## src/rtl/cache_dre_ctrl.sv

```systemverilog
// cache_dre_ctrl
// Controller that owns the DRE (data-readable-enable) RAM while it clears the
// whole array, invalidates one row of one channel, or read-modify-writes the
// readable bits of one entry.
//
// Ports
//   clk, rst                     clock, asynchronous active-high reset
//   clear_req / clear_done       sweep request / one-cycle completion pulse
//   fill_req/addr/channel/mask   OR mask into one entry / fill_ack pulse
//   inv_req/addr/channel         zero one row of one channel / inv_ack pulse
//   sel, busy                    controller owns the RAM (state != IDLE)
//   ri_read*  / ri_readData      DRE read port (data returns one cycle later)
//   ri_write*                    DRE write port
//   dbg_state                    current FSM state, for checkers
//
// Handshake: fill_req and inv_req are level requests held by the requester
// until the matching ack; an ack is a one-cycle pulse in the cycle the write
// is on the RAM port. clear_req is sampled only in IDLE; clear_done pulses in
// the cycle the last entry of the sweep is written. Only one request is
// accepted per IDLE cycle (clear > inv > fill) and every operation returns to
// IDLE for at least one cycle, so acks can never coincide.

module cache_dre_ctrl #(
    parameter int ADDR_WIDTH = 9
) (
    input  logic                  clk,
    input  logic                  rst,
    input  logic                  clear_req,
    output logic                  clear_done,
    input  logic                  fill_req,
    input  logic [ADDR_WIDTH-1:0] fill_addr,
    input  logic [1:0]            fill_channel,
    input  logic [3:0]            fill_mask,
    output logic                  fill_ack,
    input  logic                  inv_req,
    input  logic [ADDR_WIDTH-1:0] inv_addr,
    input  logic [1:0]            inv_channel,
    output logic                  inv_ack,
    output logic                  sel,
    output logic                  busy,
    output logic [ADDR_WIDTH-1:0] ri_readAddress,
    output logic [1:0]            ri_readChannel,
    input  logic [7:0]            ri_readData,
    output logic [ADDR_WIDTH-1:0] ri_writeAddress,
    output logic [1:0]            ri_writeChannel,
    output logic                  ri_writeEnable,
    output logic [7:0]            ri_writeData,
    output logic [2:0]            dbg_state
);

    localparam int CW = ADDR_WIDTH + 1;
    localparam logic [CW-1:0] CNT_LAST = '1;

    typedef enum logic [2:0] {
        S_IDLE   = 3'd0,
        S_CLEAR  = 3'd1,
        S_INV    = 3'd2,
        S_RMW_RD = 3'd3,
        S_RMW_WR = 3'd4
    } state_t;

    state_t                state_q;
    logic [CW-1:0]         cnt_q;      // {row, channel} sweep position
    logic [ADDR_WIDTH-1:0] op_addr_q;
    logic [1:0]            op_ch_q;
    logic [3:0]            op_mask_q;
    logic                  sel_q;
    logic [7:0]            fill_bits;

    // Reset lands in CLEAR with the counter at zero, so the RAM is swept
    // clean after every reset without anyone asking for it.
    always_ff @(posedge clk or posedge rst) begin
        if (rst) begin
            state_q   <= S_CLEAR;
            cnt_q     <= '0;
            op_addr_q <= '0;
            op_ch_q   <= '0;
            op_mask_q <= '0;
            sel_q     <= 1'b1;
        end else begin
            case (state_q)
                S_IDLE: begin
                    if (clear_req) begin
                        state_q <= S_CLEAR;
                        cnt_q   <= '0;
                        sel_q   <= 1'b1;
                    end else if (inv_req) begin
                        state_q   <= S_INV;
                        op_addr_q <= inv_addr;
                        op_ch_q   <= inv_channel;
                        sel_q     <= 1'b1;
                    end else if (fill_req) begin
                        state_q   <= S_RMW_RD;
                        op_addr_q <= fill_addr;
                        op_ch_q   <= fill_channel;
                        op_mask_q <= fill_mask;
                        sel_q     <= 1'b1;
                    end
                end
                // clear_req is not looked at here: the running sweep covers it.
                S_CLEAR: begin
                    if (cnt_q == CNT_LAST) begin
                        state_q <= S_IDLE;
                        cnt_q   <= '0;
                        sel_q   <= 1'b0;
                    end else begin
                        cnt_q <= cnt_q + 1'b1;
                    end
                end
                S_RMW_RD: state_q <= S_RMW_WR;
                S_INV, S_RMW_WR: begin
                    state_q <= S_IDLE;
                    sel_q   <= 1'b0;
                end
                default: begin
                    state_q <= S_IDLE;
                    sel_q   <= 1'b0;
                end
            endcase
        end
    end

    assign sel       = sel_q;
    assign busy      = sel_q;
    assign dbg_state = state_q;

    // Address bit 0 picks the upper (1) or lower (0) nibble of the row.
    assign fill_bits = {{4{op_addr_q[0]}}, {4{~op_addr_q[0]}}} & {2{op_mask_q}};

    // RAM port decode from the state flops only. The CLEAR write is held off
    // while rst is high so reset itself never writes; count 0 is written in
    // the first cycle after release.
    always_comb begin
        ri_readAddress  = '0;
        ri_readChannel  = '0;
        ri_writeAddress = '0;
        ri_writeChannel = '0;
        ri_writeEnable  = 1'b0;
        ri_writeData    = '0;
        clear_done      = 1'b0;
        inv_ack         = 1'b0;
        fill_ack        = 1'b0;
        case (state_q)
            S_CLEAR: begin
                ri_writeEnable  = ~rst;
                ri_writeAddress = {cnt_q[CW-1:2], 1'b0};
                ri_writeChannel = cnt_q[1:0];
                clear_done      = ~rst && (cnt_q == CNT_LAST);
            end
            S_INV: begin
                ri_writeEnable  = 1'b1;
                ri_writeAddress = {op_addr_q[ADDR_WIDTH-1:1], 1'b0};
                ri_writeChannel = op_ch_q;
                inv_ack         = 1'b1;
            end
            S_RMW_RD: begin
                ri_readAddress = op_addr_q;
                ri_readChannel = op_ch_q;
            end
            S_RMW_WR: begin
                ri_readAddress  = op_addr_q;
                ri_readChannel  = op_ch_q;
                ri_writeEnable  = 1'b1;
                ri_writeAddress = op_addr_q;
                ri_writeChannel = op_ch_q;
                ri_writeData    = ri_readData | fill_bits;
                fill_ack        = 1'b1;
            end
            default: ;
        endcase
    end

endmodule

```

## config.mk

```make
export PLATFORM = sky130hd
export DESIGN_NAME = cache_dre_ctrl
export DESIGN_NICKNAME = d
export VERILOG_FILES = /design/src/rtl/cache_dre_ctrl.sv
export SDC_FILE = /design/constraint.sdc
export NUM_CORES = 1
export LEC_CHECK = 0
export ABC_AREA = 1
export BUFFER_PORTS_ARGS = -buffer_cell sky130_fd_sc_hd__buf_2
export CORE_MARGIN = 2
export CORE_UTILIZATION = 52
export CTS_BUF_LIST = sky130_fd_sc_hd__clkbuf_2
export DETAILED_ROUTE_END_ITERATION = 12
export HOLD_SLACK_MARGIN = 0.15
export PLACE_DENSITY = 0.95
export SLEW_MARGIN = 25
export SYNTH_ARGS = -nofsm -noshare
export SYNTH_HDL_FRONTEND = slang
export SYNTH_SLANG_ARGS = --single-unit
```

## constraint.sdc

```tcl
create_clock -name clk -period 3.8 [get_ports clk]
set_input_delay 0.57 -clock clk [delete_from_list [all_inputs] [get_ports clk]]
set_output_delay 0.57 -clock clk [all_outputs]
set_load 0.005 [all_outputs]
```

==> flow_summary_export.csv, run 1 <==
group,metric,value,unit
synth,syn_inst,256,
worst_setup_path,r2r_slack,2.22,ns
worst_setup_path,path_class,"reg2out",
final_layout,diodes,0,
global_route,grt_pass1_wl,6930,um
sta,timing.final.crit_period,2.82,ns
sta,setup_slack,0.980,ns
clocking,cts_tree,"built",
floorplanning,chipWidth,61.9,um
clocking,htreeDepth,2,
clocking,root_buffer,"clkbuf_2",
clocking,cts_buffers,5,
detailed_routing,avgRoutedWirePerCell,12.0,um
sta,skew,0.0145,ns
final_layout,fin_util,0.663,
place,dp_slack,1.46,ns
clocking,cts_hold_buf,0,
final_layout,nNetsFinal,372,
detailed_routing,drt_pass1_iterations,4,
power,pwr-share-seq,0.408,
place,io_buffer_count,77,
synth,syn_area,1740,um^2
synth,yosysWarnings,0,
clocking,cts_sinks,29,
synth,yosysTopAreaCellShare,0.388,
floorplanning,dieHeight,61.9,um
detailed_routing,drc,0,
detailed_routing,antenna_left,0,
floorplanning,core,3280,um^2
sta,slew_headroom,0.491,
final_layout,drive_above_1_share,0.288,
synth,synth.distinct_cells,23,
place,gp_congestion,0.890,
synth,syn_area_per_cell,6.81,um^2
place,dp_hpwl,3450,um
detailed_routing,drt-initial-drc-count,151,
sta,rsz0062_at_grt,"false",
clocking,post_cts_resized,0,
sta,hold_viol_final,0,
worst_setup_path,crit_arrival,2.25,ns
global_route,grt-ovfl-total,0,
sta,worst_pin_slew,0.761,ns
global_route,grt_pass1_vias,1478,
min_path,hold_class,"in2async",
synth,synth.largest_area_cell,"dfrtp_1",
floorplanning,die_area,3830,um^2
worst_setup_path,setup.worst_path.end_class,"output port",
power,switching_share,0.453,
clocking,post_cts_buffers,0,
worst_setup_path,cp-start-kind,"flop",
power,ir_worst_vdd,0.319,mV
run_status,status,"finished, final reports clean",
global_route,grtUsageTotal,0.252,
clocking,clk_pin_slew,0.15,ns
power,power_density,597,nW/um^2
synth,syn_nets,296,
detailed_routing,via_per_inst,5.05,
global_route,antenna_found_initial,0,
synth,synth_area_leaders,"dfrtp_1 (39%), nand2_1 (16%), inv_1 (8.2%)",
sta,setup_tns,0,ns
detailed_routing,routed_wl,4560,um
global_route,grt_max_degree,30,
power,leakage,1.28,nW
worst_setup_path,critPathMaxFanout,11,
run,drv_cap,0,
floorplanning,initial_core_util,0.531,
sta,setup-violations-final,0,
power,p_clk_frac,0.118,
synth,synth-seq-cells,29,
worst_setup_path,required,3.23,ns
floorplanning,io_pins,78,
sta,fin_crit_sh,0.742,
sta,slew_violations,0,
power,p_switching,0.000590,W
clocking,clk_latency,0.37,ns
power,p_int,0.000711,W
power,combPwrFrac,0.474,
final_layout,syn2layout_area_growth,25.0,%
floorplanning,rows,21,
synth,ys_seq_area_frac,0.418,
detailed_routing,vias,1913,
clocking,cts_buffer_depth,2,
sta,fmax,355,MHz
layer usage:
layer | up-vias | global-route usage | share of wire
met5 | - | 0 | 0
met4 | 0 | 0.0821 | 0.016
met3 | 8 | 0.0787 | 0.084
met2 | 92 | 0.389 | 0.51
met1 | 857 | 0.340 | 0.40
li1 | 956 | - | -
through the flow:
| step | cell area (um^2) | hold slack, ns | power [W] | instances |
|---|---|---|---|---|
| detailed placement | 2140 | 0.470 | 0.00115 | 371 |
| CTS | 2180 | 0.267 | 0.00130 | 379 |
| global route | 2180 | 0.280 | 0.00142 | 379 |
| finish | 2180 | 0.260 | 0.00130 | 379 |
| global placement | 2140 | 0.458 | 0.00111 | 371 |
| floorplan | 1740 | 0.459 | 0.000938 | 256 |
cells in the final DEF, fill, tap and decap left out:
cell type  synthesis  routed
ha_1               1       1
nand3_2            2       2
a21oi_1            9       9
nor3b_1            1       1
o21ai_0           22      22
nand3_1            9       9
nor3_4             1       1
buf_2              1      77
clkinv_1           0       1
dfstp_2            2       2
dfrtp_1           27      27
o32ai_1            1       1
nor2_2             1       1
o21ai_1            2       2
nand2_2            3       3
inv_1             38      37
nand2_1           75      75
nor3_1             3       3
nor2_1            36      36
clkbuf_2           0       7
o22ai_1           11      11
xor2_1             2       2
inv_2              2       3
state kept, by name, summed over array words and instances (netlist names):
| register | cells |
|---|---|
| cnt_q | 10 |
| busy | 1 |
| op_addr_q | 9 |
| dbg_state | 3 |
| op_mask_q | 4 |
| op_ch_q | 2 |
cells by family (layout without fill, tap and decap cells):
kind of cell | count (synthesis) | count (layout) | synth area share
adders and majority gates | 1 | 1 | 0.00718
AOI/OAI and AO/OA | 45 | 45 | 0.139
buffers and inverters | 48 | 125 | 0.113
xor gates and xnor gates | 2 | 2 | 0.0101
and+or+nand+nor | 131 | 131 | 0.313
DFF | 29 | 29 | 0.418
Yosys cell counts:
cell,instances
nand2_1,75
inv_1,38
nor2_1,36
dfrtp_1,27
o21ai_0,22
o22ai_1,11
a21oi_1,9
nand3_1,9
buf_4,4
clkbuf_1,3
nand2_2,3
nor3_1,3
dfstp_2,2
inv_2,2
nand3_2,2
o21ai_1,2
xor2_1,2
buf_2,1
ha_1,1
nor2_2,1
nor3_4,1
nor3b_1,1
o32ai_1,1
area by class of cell:
cell class	instances	area, um^2
well taps	46	57.6
repair buffers	77	385
clock buffers	7	35.0
inverters	40	150
clock inverters	1	3.75
multi-input cells	179	818
fillers	308	1110
flip-flops and latches	29	728
power groups by stage:
stage / Clock, W / Sequential (W) / Combinational (W)
3_3_place_gp: 0 / 0.000525 / 0.000588
2_1_floorplan: 0 / 0.000513 / 0.000425
3_5_place_dp: 0 / 0.000535 / 0.000611
4_1_cts: 0.000156 / 0.000528 / 0.000613
5_1_grt: 0.000170 / 0.000544 / 0.000706
6_report: 0.000153 / 0.000531 / 0.000617
worst max-delay path: stages, from the launching register on:
cell and delay [ns]:
dfstp_2 0.61, nor2_2 0.07, nand2_2 0.15, inv_2 0.07, nor2_1 0.60, o21ai_0 0.20, buf_2 0.17
worst paths after layout:
path	to	cells past startpoint	startpoint
hold reg to reg	busy$_DFFE_PP1P_	2	busy$_DFFE_PP1P_
setup / recovery	ri_writeAddress[5]	6	dbg_state[0]$_DFFE_PP1P_
hold / removal	dbg_state[2]$_DFFE_PP0P_	2	rst
min in group clk	op_mask_q[2]$_DFFE_PP0P_	3	fill_mask[2]
setup reg to reg	op_addr_q[8]$_DFFE_PP0P_	4	dbg_state[1]$_DFFE_PP0P_
max in group asynchronous	op_addr_q[8]$_DFFE_PP0P_	2	rst
Power figures use the tool's default switching activity.
==> inputs of run 2 (changes only) <==
--- a/config.mk
+++ b/config.mk
@@ -5,14 +5,14 @@
 export SDC_FILE = /design/constraint.sdc
 export NUM_CORES = 1
 export LEC_CHECK = 0
-export ABC_AREA = 1
+export ABC_AREA = 0
 export BUFFER_PORTS_ARGS = -buffer_cell sky130_fd_sc_hd__buf_2
 export CORE_MARGIN = 2
-export CORE_UTILIZATION = 52
+export CORE_UTILIZATION = 44
 export CTS_BUF_LIST = sky130_fd_sc_hd__clkbuf_2
 export DETAILED_ROUTE_END_ITERATION = 12
 export HOLD_SLACK_MARGIN = 0.15
-export PLACE_DENSITY = 0.95
+export PLACE_DENSITY = 0.91
 export SLEW_MARGIN = 25
 export SYNTH_ARGS = -nofsm -noshare
 export SYNTH_HDL_FRONTEND = slang
==> constraint.sdc (replaced) <==
create_clock -name clk -period 2.3 [get_ports clk]
set_input_delay 0.345 -clock clk [delete_from_list [all_inputs] [get_ports clk]]
set_output_delay 0.345 -clock clk [all_outputs]
set_load 0.005 [all_outputs]
==> flow_summary_export.csv, run 2 <==
group,metric,value,unit
run_status,status,"finished, final reports clean",
detailed_routing,routed_wl,4490,um
synth,synth_edf_count,0,
sta,hold_viol_final,0,
clocking,cts_buffer_depth,2,
detailed_routing,avgRoutedWirePerCell,14.1,um
floorplanning,dieHeight,66.7,um
detailed_routing,antenna_left,0,
sta,skew,0.0181,ns
worst_setup_path,crit_arrival,1.86,ns
synth,synth_area_leaders,"dfrtp_1 (39%), a21oi_1 (7.2%), a22o_1 (7.1%)",
clocking,cts_sinks,29,
sta,slew_violations,0,
final_layout,final_area,2250,um^2
final_layout,final_common_cell,"buf_2",
sta,setup-violations-final,0,
final_layout,final_cell_mix,"buf_2 (77), nor2_1 (27), dfrtp_1 (27)",
worst_setup_path,setup.worst_path.end_class,"output port",
sta,fmax,453,MHz
synth,syn_area,1730,um^2
synth,synth-seq-cells,29,
power,power,0.00241,W
synth,yosysTopAreaCellShare,0.390,
sta,slew_headroom,0.617,
global_route,grt-ovfl-total,0,
final_layout,fin_util,0.605,
floorplanning,initial_core_util,0.466,
final_layout,syn2layout_area_growth,29.9,%
floorplanning,chipWidth,66.7,um
detailed_routing,via_per_inst,5.50,
global_route,antenna_found_initial,0,
final_layout,diodes,0,
sta,timing.final.crit_period,2.21,ns
final_layout,largest-register,"cnt_q",
final_layout,multi_input_area,912,um^2
final_layout,nNetsFinal,309,
power,leakage,1.19,nW
global_route,grtUsageTotal,0.210,
sta,setup_tns,0,ns
clocking,clk_latency,0.37,ns
synth,synth.distinct_cells,40,
final_layout,drive_above_1_share,0.389,
synth,ys_async_sr_fraction,1.00,
min_path,holdPathStages,2,
synth,yosysWarnings,0,
synth,syn_area_per_cell,9.25,um^2
clocking,htreeDepth,2,
sta,fin_crit_sh,0.960,
sta,holdWs,0.193,ns
detailed_routing,drc,0,
floorplanning,io_pins,78,
detailed_routing,drt-initial-drc-count,105,
clocking,cts_buffers,5,
synth,synth.largest_area_cell,"dfrtp_1",
global_route,grt_pass1_wl,6930,um
global_route,grt_max_degree,24,
synth,syn_nets,227,
synth,ys_seq_area_frac,0.421,
clocking,root_buffer,"clkbuf_2",
power,ir_worst_vdd,0.487,mV
synth,ys.flop_type,"dfrtp_1",
detailed_routing,vias,1749,
final_layout,largest_reg_flops,10,
place,io_buffer_count,77,
worst_setup_path,reg2regPathDepth,4,
final_layout,fill_cells,347,
place,placed_cell_area,2150,um^2
floorplanning,rows,22,
global_route,grt_pass1_vias,1565,
sta,worst_pin_slew,0.574,ns
clocking,clk_pin_slew,0.16,ns
floorplanning,die_area,4450,um^2
run,drv_cap,0,
floorplanning,core,3720,um^2
worst_setup_path,critPathMaxFanout,6,
synth,synth_common_cells,"dfrtp_1 (27), nor2_1 (27), a21oi_1 (25)",
place,dp_hpwl,3450,um
worst_setup_path,path_class,"reg2out",
worst_setup_path,cp-start-kind,"flop",
worst_setup_path,required,1.96,ns
clocking,cts_tree,"built",
power,power_density,1070,nW/um^2
final_layout,reg_top3,"cnt_q: 10 flops, op_addr_q: 9 flops, op_mask_q: 4 flops",
place,gp_congestion,0.853,
synth,syn_inst,187,
detailed_routing,drt_pass1_iterations,4,
min_path,hold_class,"in2reg",
final_layout,seqCellArea,728,um^2
sta,rsz0062_at_grt,"false",
==> run 2: metal layers <==
metal	part of all wire	track usage	wire length, um	vias up
met1	0.42	0.261	1910	846
met2	0.51	0.344	2290	54
met4	0.023	0.0944	102	0
li1	-	-	-	836
met3	0.041	0.0507	185	13
met5	0	0	0	-
==> run 2: worst paths after layout <==
kind	startpoint	to	slack, ns
max in group asynchronous	rst	cnt_q[1]$_DFFE_PP0P_	1.12
min in group asynchronous	rst	dbg_state[1]$_DFFE_PP0P_	0.56
setup / recovery	dbg_state[0]$_DFFE_PP1P_	clear_done	0.09
hold reg to reg	busy$_DFFE_PP1P_	busy$_DFFE_PP1P_	0.51
setup reg to reg	dbg_state[0]$_DFFE_PP1P_	cnt_q[8]$_DFFE_PP0P_	0.50
hold / removal	fill_mask[1]	op_mask_q[1]$_DFFE_PP0P_	0.19
==> run 2: cell families (layout without fill, tap and decap cells) <==
family / Yosys count / in the layout / share of synthesized area
compound gates: 51 / 51 / 0.199
fa+ha+maj: 1 / 1 / 0.00723
xor+xnor: 3 / 3 / 0.0152
mux: 15 / 15 / 0.0897
flops: 29 / 29 / 0.421
simple gates: 71 / 71 / 0.216
buf+inv: 17 / 100 / 0.0521
==> run 2: critical path, stage by stage (launching register included) <==
cell and delay, ns:
dfstp_2 0.60, or3b_4 0.43, nor4_1 0.30, buf_2 0.17
==> run 2: layout make-up <==
cell class | instances | area share
clock inverter | 2 | 0.0150
inverter | 6 | 0.0100
sequential | 29 | 0.324
timing repair buffer | 86 | 0.205
tap | 48 | 0.0267
clock buffer | 6 | 0.0134
multi-input combinational | 141 | 0.406
==> run 2: metrics by stage <==
step	cells	setup WS, ns
2_1_floorplan	187	0.420
3_3_place_gp	306	0.495
3_5_place_dp	306	0.458
4_1_cts	315	0.0395
5_1_grt	318	0.0223
6_report	318	0.0927
==> run 2: power breakdown <==
part | leakage (nW) | switching, W | internal, W
clock | 0.0406 | 0.000183 | 0.000186
combinational | 0.798 | 0.000542 | 0.000536
sequential | 0.352 | 0.000237 | 0.000724
==> run 2: timing repair <==
action / in CTS / in global routing
setup buffers: 0 / 3
endpoints found under the hold margin: 12 / 0
setup endpoints to repair: 0 / 1
resized for setup: 0 / 0
hold buffers: 1 / 0
